[src/rtl/multicycle_cpu_core_ctrl.sv]
// Multi-cycle core controller: owns PC, IR, writeback and retired registers and
// sequences FETCH/DECODE/EXECUTE/MEM/WRITEBACK over variable-latency memory ports.
module multicycle_cpu_core_ctrl #(
    parameter int unsigned      XLEN        = 32,
    parameter int unsigned      OFF_W       = 13,
    parameter logic [XLEN-1:0]  PC_RESET    = '0,
    parameter int unsigned      MEM_TIMEOUT = 16,
    parameter int unsigned      CNT_W       = 32
) (
    input  logic              clk,
    input  logic              reset,
    output logic              imem_req,
    output logic [XLEN-1:0]   imem_addr,
    input  logic              imem_ready,
    input  logic [XLEN-1:0]   imem_rdata,
    output logic [XLEN-1:0]   ir_out,
    input  logic              is_alu,
    input  logic              is_load,
    input  logic              is_store,
    input  logic              is_branch,
    input  logic              is_jump,
    input  logic              is_panic,
    input  logic              branch_taken,
    input  logic [OFF_W-1:0]  offset,
    input  logic [XLEN-1:0]   jump_target,
    output logic              dmem_req,
    output logic              dmem_we,
    input  logic              dmem_ready,
    input  logic [XLEN-1:0]   dmem_rdata,
    input  logic [XLEN-1:0]   alu_result,
    output logic              reg_write,
    output logic [XLEN-1:0]   wb_data,
    output logic [XLEN-1:0]   pc_out,
    output logic [CNT_W-1:0]  retired,
    output logic              halted,
    output logic              fault
);

    localparam int unsigned TO_W = (MEM_TIMEOUT > 1) ? $clog2(MEM_TIMEOUT) : 1;

    typedef enum logic [2:0] {
        S_FETCH, S_DECODE, S_EXECUTE, S_MEM, S_WRITEBACK, S_HALT
    } state_t;

    typedef enum logic [2:0] {
        C_NONE, C_ALU, C_LOAD, C_STORE, C_BRANCH, C_JUMP
    } cls_t;

    state_t            state, state_d;
    cls_t              cls, cls_d;
    logic [XLEN-1:0]   pc_d, ir_d, wb_d;
    logic [CNT_W-1:0]  retired_d;
    logic              fault_d;
    logic [TO_W-1:0]   wait_cnt, wait_d;
    logic [XLEN-1:0]   pc_plus4, pc_branch, off_sext;
    logic              timeout_c;

    assign off_sext  = {{(XLEN-OFF_W){offset[OFF_W-1]}}, offset};
    assign pc_plus4  = pc_out + XLEN'(4);
    assign pc_branch = pc_out + off_sext;
    // Last waiting cycle: a ready seen in this same cycle still wins.
    assign timeout_c = (MEM_TIMEOUT != 0) && (wait_cnt == TO_W'(MEM_TIMEOUT - 1));

    // Request and strobe outputs decode the registered state only.
    assign imem_req  = (state == S_FETCH) && !reset;
    assign imem_addr = pc_out;
    assign dmem_req  = (state == S_MEM);
    assign dmem_we   = (state == S_MEM) && (cls == C_STORE);
    assign reg_write = (state == S_WRITEBACK);
    assign halted    = (state == S_HALT);

    always_ff @(posedge clk or posedge reset) begin
        if (reset) begin
            state    <= S_FETCH;
            cls      <= C_NONE;
            pc_out   <= PC_RESET;
            ir_out   <= '0;
            wb_data  <= '0;
            retired  <= '0;
            fault    <= 1'b0;
            wait_cnt <= '0;
        end else begin
            state    <= state_d;
            cls      <= cls_d;
            pc_out   <= pc_d;
            ir_out   <= ir_d;
            wb_data  <= wb_d;
            retired  <= retired_d;
            fault    <= fault_d;
            wait_cnt <= wait_d;
        end
    end

    always_comb begin
        state_d   = state;
        cls_d     = cls;
        pc_d      = pc_out;
        ir_d      = ir_out;
        wb_d      = wb_data;
        retired_d = retired;
        fault_d   = fault;
        wait_d    = wait_cnt;

        case (state)
            S_FETCH: begin
                wait_d = wait_cnt + TO_W'(1);
                if (imem_ready) begin
                    ir_d    = imem_rdata;
                    state_d = S_DECODE;
                end else if (timeout_c) begin
                    fault_d = 1'b1;
                    state_d = S_HALT;
                end
            end
            S_DECODE: begin
                state_d = S_EXECUTE;
                if (is_panic) begin
                    state_d = S_HALT;
                end else if (is_jump) begin
                    cls_d = C_JUMP;
                end else if (is_branch) begin
                    cls_d = C_BRANCH;
                end else if (is_alu) begin
                    cls_d = C_ALU;
                end else if (is_load) begin
                    cls_d = C_LOAD;
                end else if (is_store) begin
                    cls_d = C_STORE;
                end else begin
                    cls_d     = C_NONE;
                    pc_d      = pc_plus4;
                    retired_d = retired + CNT_W'(1);
                    state_d   = S_FETCH;
                end
            end
            S_EXECUTE: begin
                case (cls)
                    C_JUMP: begin
                        pc_d      = jump_target;
                        retired_d = retired + CNT_W'(1);
                        state_d   = S_FETCH;
                    end
                    C_BRANCH: begin
                        pc_d      = branch_taken ? pc_branch : pc_plus4;
                        retired_d = retired + CNT_W'(1);
                        state_d   = S_FETCH;
                    end
                    C_ALU: begin
                        wb_d    = alu_result;
                        state_d = S_WRITEBACK;
                    end
                    // Data address is muxed externally from alu_result.
                    C_LOAD, C_STORE: state_d = S_MEM;
                    default: begin
                        pc_d      = pc_plus4;
                        retired_d = retired + CNT_W'(1);
                        state_d   = S_FETCH;
                    end
                endcase
            end
            S_MEM: begin
                wait_d = wait_cnt + TO_W'(1);
                if (dmem_ready) begin
                    if (cls == C_STORE) begin
                        pc_d      = pc_plus4;
                        retired_d = retired + CNT_W'(1);
                        state_d   = S_FETCH;
                    end else begin
                        wb_d    = dmem_rdata;
                        state_d = S_WRITEBACK;
                    end
                end else if (timeout_c) begin
                    fault_d = 1'b1;
                    state_d = S_HALT;
                end
            end
            S_WRITEBACK: begin
                pc_d      = pc_plus4;
                retired_d = retired + CNT_W'(1);
                state_d   = S_FETCH;
            end
            S_HALT: begin
                state_d = S_HALT;
            end
            default: begin
                state_d = S_HALT;
            end
        endcase

        // Wait counter restarts whenever a new phase is entered.
        if (state_d != state) begin
            wait_d = '0;
        end
    end

endmodule

[config.mk]
export PLATFORM = sky130hd
export DESIGN_NAME = multicycle_cpu_core_ctrl
export DESIGN_NICKNAME = d
export VERILOG_FILES = /design/src/rtl/multicycle_cpu_core_ctrl.sv
export SDC_FILE = /design/constraint.sdc
export NUM_CORES = 1
export LEC_CHECK = 0
export ABC_CLOCK_PERIOD_IN_PS = 4800
export CORE_AREA = 2 2 148 150
export CTS_BUF_LIST = sky130_fd_sc_hd__clkbuf_8
export DETAILED_ROUTE_END_ITERATION = 10
export DIE_AREA = 0 0 150 152
export DONT_BUFFER_PORTS = 1
export PLACE_DENSITY_LB_ADDON = 0.12
export SYNTH_ARGS = -nofsm -noshare
export SYNTH_HDL_FRONTEND = slang
export SYNTH_SLANG_ARGS = --single-unit
[constraint.sdc]
create_clock -name clk -period 4.8 [get_ports clk]
set_input_delay 0.48 -clock clk [delete_from_list [all_inputs] [get_ports clk]]
set_output_delay 0.48 -clock clk [all_outputs]
set_load 0.01 [all_outputs]
Word level (Yosys, flattened, before mapping)
Index checks and enable logic that the tools add are counted.
- add/subtract/negate cells: 4
- equal/unequal tests: 25
- muxes and demuxes: 48
- bitwise gates (word level): 1
- reductions and logical operators: 16
- operators with widths (cell ; number):
    two-way mux 32 bit ; 21
    case mux 32 bit (4 select lines) ; 2
    case mux 32 bit (3 select lines) ; 1
    case mux 32 bit (2 select lines) ; 1
    adder 32 x 1 -> 32 bit (second input constant) ; 1
    adder 32 x 3 -> 32 bit (second input constant) ; 1
    adder 32 bit ; 1
    != test 2 bit (second input constant) ; 11
    two-way mux 3 bit ; 7
    two-way mux 2 bit ; 8
    case mux 3 bit (5 select lines) ; 1
    == test 3 x 2 -> 1 bit (second input constant) ; 4
    == test 3 bit (second input constant) ; 4
    AND reduction 10 bit ; 1
    two-way mux 4 bit ; 2
    == test 3 x 1 -> 1 bit (second input constant) ; 2
    case mux 3 bit (2 select lines) ; 1
    nonzero test 2 bit ; 3
    adder 4 x 1 -> 4 bit (second input constant) ; 1
    == test 4 bit (second input constant) ; 1
    != test 2 x 1 -> 1 bit (second input constant) ; 2
    AND reduction 2 bit ; 2
    AND reduction 4 bit ; 1
    nonzero test 4 bit ; 1
    other kinds (10) ; 14
- register bits: 139
- input bits: 152
- output and inout bits: 166
- logic and storage cells: 102

Depth between registers and ports, before layout
- depth after elaboration: 9
- mapped depth: 12
- depth with buffers taken out: 12

Least setup slack after synthesis
No wires, ideal clock.
- kind: input port to flip-flop
- start point: in offset[0]
- end point: reg pc_out[30], in the netlist imem_addr[30]
- setup time: 0.124 ns
- data arrival time: 2.665 ns
- data required time: 4.676 ns
- slack: 2.012 ns
- cell stages on the path: 12
- path buffers: 0
- path through: ha_1 > inv_1 > fa_1 > and2b_1 > o2111ai_1 > a31oi_2 > a22oi_2 > o21ai_1 > a31oi_1 > o31ai_1 > xnor2_1 > o21ai_1
- cells in the longest elaborated chain, start to end: 4
- ends and longest elaborated chain (what ; RTL line ; text):
    start, declared ; 24 ; input logic [OFF_W-1:0] offset,
    adder 32 bit ; 60 ; assign pc_branch = pc_out + off_sext;
    two-way mux 32 bit ; 144 ; pc_d = branch_taken ? pc_branch : pc_plus4;
    case mux 32 bit (3 select lines) ; 137 ; case (cls)
    case mux 32 bit (4 select lines) ; 104 ; case (state)
    end signal, assigned ; 85 ; pc_out <= pc_d;
    end, declared ; 33 ; output logic [XLEN-1:0] pc_out,
Every way passes these cells.
A chain may end at the register's enable or synchronous reset.

Final worst setup path
- start point: reg pc_out[0], in the netlist imem_addr[0]
- end point: reg pc_out[30], in the netlist imem_addr[30]
- cells in the longest elaborated chain, start to end: 8
- elaborated cells between the ends (all ways): 13
- classes of those cells: add/sub: 2; mux: 11
- ends and longest elaborated chain (what ; RTL line ; text):
    adder 32 x 3 -> 32 bit ; 59 ; assign pc_plus4 = pc_out + XLEN'(4);
    two-way mux 32 bit ; 127 ; end else if (is_store) begin
    two-way mux 32 bit ; 125 ; end else if (is_load) begin
    two-way mux 32 bit ; 123 ; end else if (is_alu) begin
    two-way mux 32 bit ; 121 ; end else if (is_branch) begin
    two-way mux 32 bit ; 119 ; end else if (is_jump) begin
    two-way mux 32 bit ; 117 ; if (is_panic) begin
    case mux 32 bit (4 select lines) (*) ; 104 ;
Mark *: on every way between the ends. The rest lies on a longest branch, timed or not. The select of a mux whose other input is x is not followed.

==> impl_metrics.csv <==
group,metric,value,unit
worst_setup_path,critPathRequiredTime,5.13,ns
clock_tree,numCtsBuffers,17,
clock_tree,cts.repair.resized,0,
final_layout,final_common_cell,"dfrtp_1",
worst_hold_path,min-delay-path-class,"in2reg",
status,status,"finished, final reports clean",
pwr,irDropWorstVdd,0.000170,V
logic_synthesis,netlist_top_cells_area,"dfrtp_1 37%, xnor2_1 5.1%, o21ai_0 4.7%, ha_1 4.5%, nand2_1 4.4%",
sta,worst_pin_slew,1.02,ns
floorplanning,die_height,152,um
logic_synthesis,ys.flop_type,"dfrtp_1",
global_routing,grt_pass1_wl,42600,um
global_routing,grt_pass1_vias,7503,
floorplanning,dieArea,0.0228,mm2
logic_synthesis,ys_ff_latch,139,
sta,finalHoldViolCount,0,
logic_synthesis,synth_compound_area_share,19.9,%
logic_synthesis,synth_top_cell_area_share,37.2,%
place,portBuffers,0,
routing,routed_wirelength,27400,um
worst_hold_path,min_from,"is_panic",
clock_tree,clk_pin_slew,0.09,ns
place,hpwlAfterDp,19700,um
logic_synthesis,syn_nets,1206,
floorplanning,ioPinCount,318,
logic_synthesis,yosysWarnings,0,
sta,setup_violations,0,
floorplanning,rows,54,
worst_hold_path,min_to,"cls[1]",
logic_synthesis,synth_xor_area_share,7.58,%
clock_tree,cts_buffer_depth,2,
clock_tree,clk_latency,0.45,ns
final_layout,layout_common_cells,"139 x dfrtp_1, 109 x nand2_1, 87 x o21ai_0",
final_layout,diodes,0,
sta,finalCritPeriodShare,68.7,%
logic_synthesis,yosysSeqAreaShare,37.2,%
clock_tree,tritoncts,"built",
routing,drt_iter0_drc,504,
routing,postRouteAntennaNets,0,
worst_setup_path,critPathLaunchType,"flip-flop",
flow_run,drv_cap,0,
logic_synthesis,synthAdderAreaFrac,4.76,%
worst_setup_path,critical_path_arrival,3.63,ns
global_routing,grt_max_degree,113,
sta,slew-limit-headroom,32.0,%
clock_tree,clock-root-buffer,"clkbuf_8",
sta,rsz0062_at_grt,"no",
routing,route.detailed.drc,0,
routing,firstDrtPassIters,5,
global_routing,grt_overflow,0,
routing,wl_per_cell,21.8,um
worst_hold_path,min_path_cells,1,
clock_tree,post-cts-setup-buffers,0,
logic_synthesis,muxShareOfSynthArea,7.82,%
worst_setup_path,r2r-end,"imem_addr[30]",
global_routing,antenna_found_initial,0,
final_layout,drive_above_1_share,11.3,%
place,place_congestion,0.901,
final_layout,nNetsFinal,1153,
worst_setup_path,r2r_slack,1.50,ns
floorplanning,core_area,0.0214,mm2
final_layout,synthToLayoutAreaGrowth,3.27,%
routing,vias_per_cell,6.05,
worst_setup_path,worst-setup-path-type,"reg2reg",
sta,fin_setup_tns,0,ns
logic_synthesis,syn_area,0.00936,mm2
logic_synthesis,yosysTopAreaCell,"dfrtp_1",
worst_setup_path,crit_path_end_kind,"flip-flop",
routing,dr_total_vias,7621,
clock_tree,cts.hold.buffers_added,0,
logic_synthesis,yosysUniqueCellTypes,83,
clock_tree,cts.sinks,139,
logic_synthesis,synth-simple-area-share,16.2,%
sta,min_period,3.30,ns
sta,maxSlewViolCount,0,
clock_tree,h-tree-depth,4,
place,dp_cells,1227,
logic_synthesis,synth.avg_cell_area,9.19,um2
sta,fmax,303,MHz
logic_synthesis,synth_edf_count,0,
final_layout,fin_cells,1259,
logic_synthesis,synthArstFlopShare,100,%
global_routing,grt_use_total,23.8,%
floorplanning,start_util,43.9,%
worst_setup_path,cp_max_fo,5,
worst_setup_path,r2r_cells,12,
worst_setup_path,r2r-start,"imem_addr[0]",
pwr,leakage,4.23,nW
logic_synthesis,synth_top_family_by_area,"compound AO/OA/AOI/OAI gates",
floorplanning,die_w,150,um
pwr,cellPowerDensity,245,mW/mm2
logic_synthesis,synth_cells,1019,
sta,clock_skew,0.0154,ns
## critical path, stage by stage (launching register included)
cell and delay [ns]:
dfrtp_1 0.49, ha_1 0.26, inv_1 0.07, fa_1 0.39, and2b_1 0.23, o2111ai_1 0.15, a31oi_2 0.39, a22oi_2 0.18
o21ai_1 0.24, a31oi_1 0.22, o31ai_1 0.33, xnor2_1 0.16, o21ai_1 0.07
## cells in the mapped netlist (20+ instances only)
| cell | instances |
|---|---|
| ha_1 | 34 |
| xor2_1 | 26 |
| and3_1 | 20 |
| nand3_1 | 31 |
| nand2_1 | 110 |
| o21ai_0 | 87 |
| nor2_1 | 62 |
| a21oi_1 | 64 |
| dfrtp_1 | 139 |
| buf_4 | 35 |
| mux2_2 | 33 |
| mux2i_1 | 36 |
| clkbuf_1 | 22 |
| xnor2_1 | 55 |
## metrics by stage
stage	area, um2	hold WS (ns)	power, mW	setup WS [ns]	utilization (%)
2_1_floorplan	9360	0.493	1.36	0.595	-
3_3_place_gp	9270	0.518	1.40	1.68	43.4
3_5_place_dp	9270	0.536	1.40	1.58	43.4
6_report	9670	0.125	2.37	1.50	45.3
4_1_cts	9670	0.0970	2.40	1.54	45.3
5_1_grt	9670	0.0976	2.48	1.29	45.3
## how the worst max path moves through the flow
stage                 startpoint       endpoint  slack (ns)
global placement    imem_addr[0]  imem_addr[30]        1.68
finish              imem_addr[0]  imem_addr[30]        1.50
global route        imem_addr[0]  imem_addr[30]        1.29
floorplan                  reset         cls[0]        0.60
detailed placement  imem_addr[0]  imem_addr[30]        1.58
CTS                 imem_addr[0]  imem_addr[30]        1.54
## metal layers
layer | up-vias | share of wire (%) | track usage (%)
met5 | - | 0 | 0
met4 | 0 | 1.9 | 6.29
met3 | 34 | 9.0 | 6.91
met2 | 359 | 46 | 38.1
met1 | 3653 | 43 | 31.6
li1 | 3575 | - | -
## cell families (layout without fill, tap and decap cells)
family / Yosys count / after routing
AOI/OAI and AO/OA: 283 / 283
and+or+nand+nor: 309 / 309
buffers and inverters: 103 / 63
muxes: 69 / 69
DFF: 139 / 139
xor gates and xnor gates: 81 / 81
adders and majority gates: 35 / 35
## where the power goes
part           switching (mW)  internal (mW)
Combinational           0.107         0.0665
Sequential             0.0199           1.19
Clock                   0.546          0.446
## final cells by class
class,count,area (um2)
clock buffer,18,248
timing repair buffer,10,75.1
clock inverter,14,149
sequential,139,3480
fill,2113,11700
inverter,21,83.8
tap,280,350
multi-input combinational,777,5290
## sequential cells by signal, indices dropped and copies added (netlist names)
name	cells
fault	1
cls	3
imem_addr	32
ir_out	32
wait_cnt	4
wb_data	32
retired	32
state	3
(Power assumes the default switching activity.)
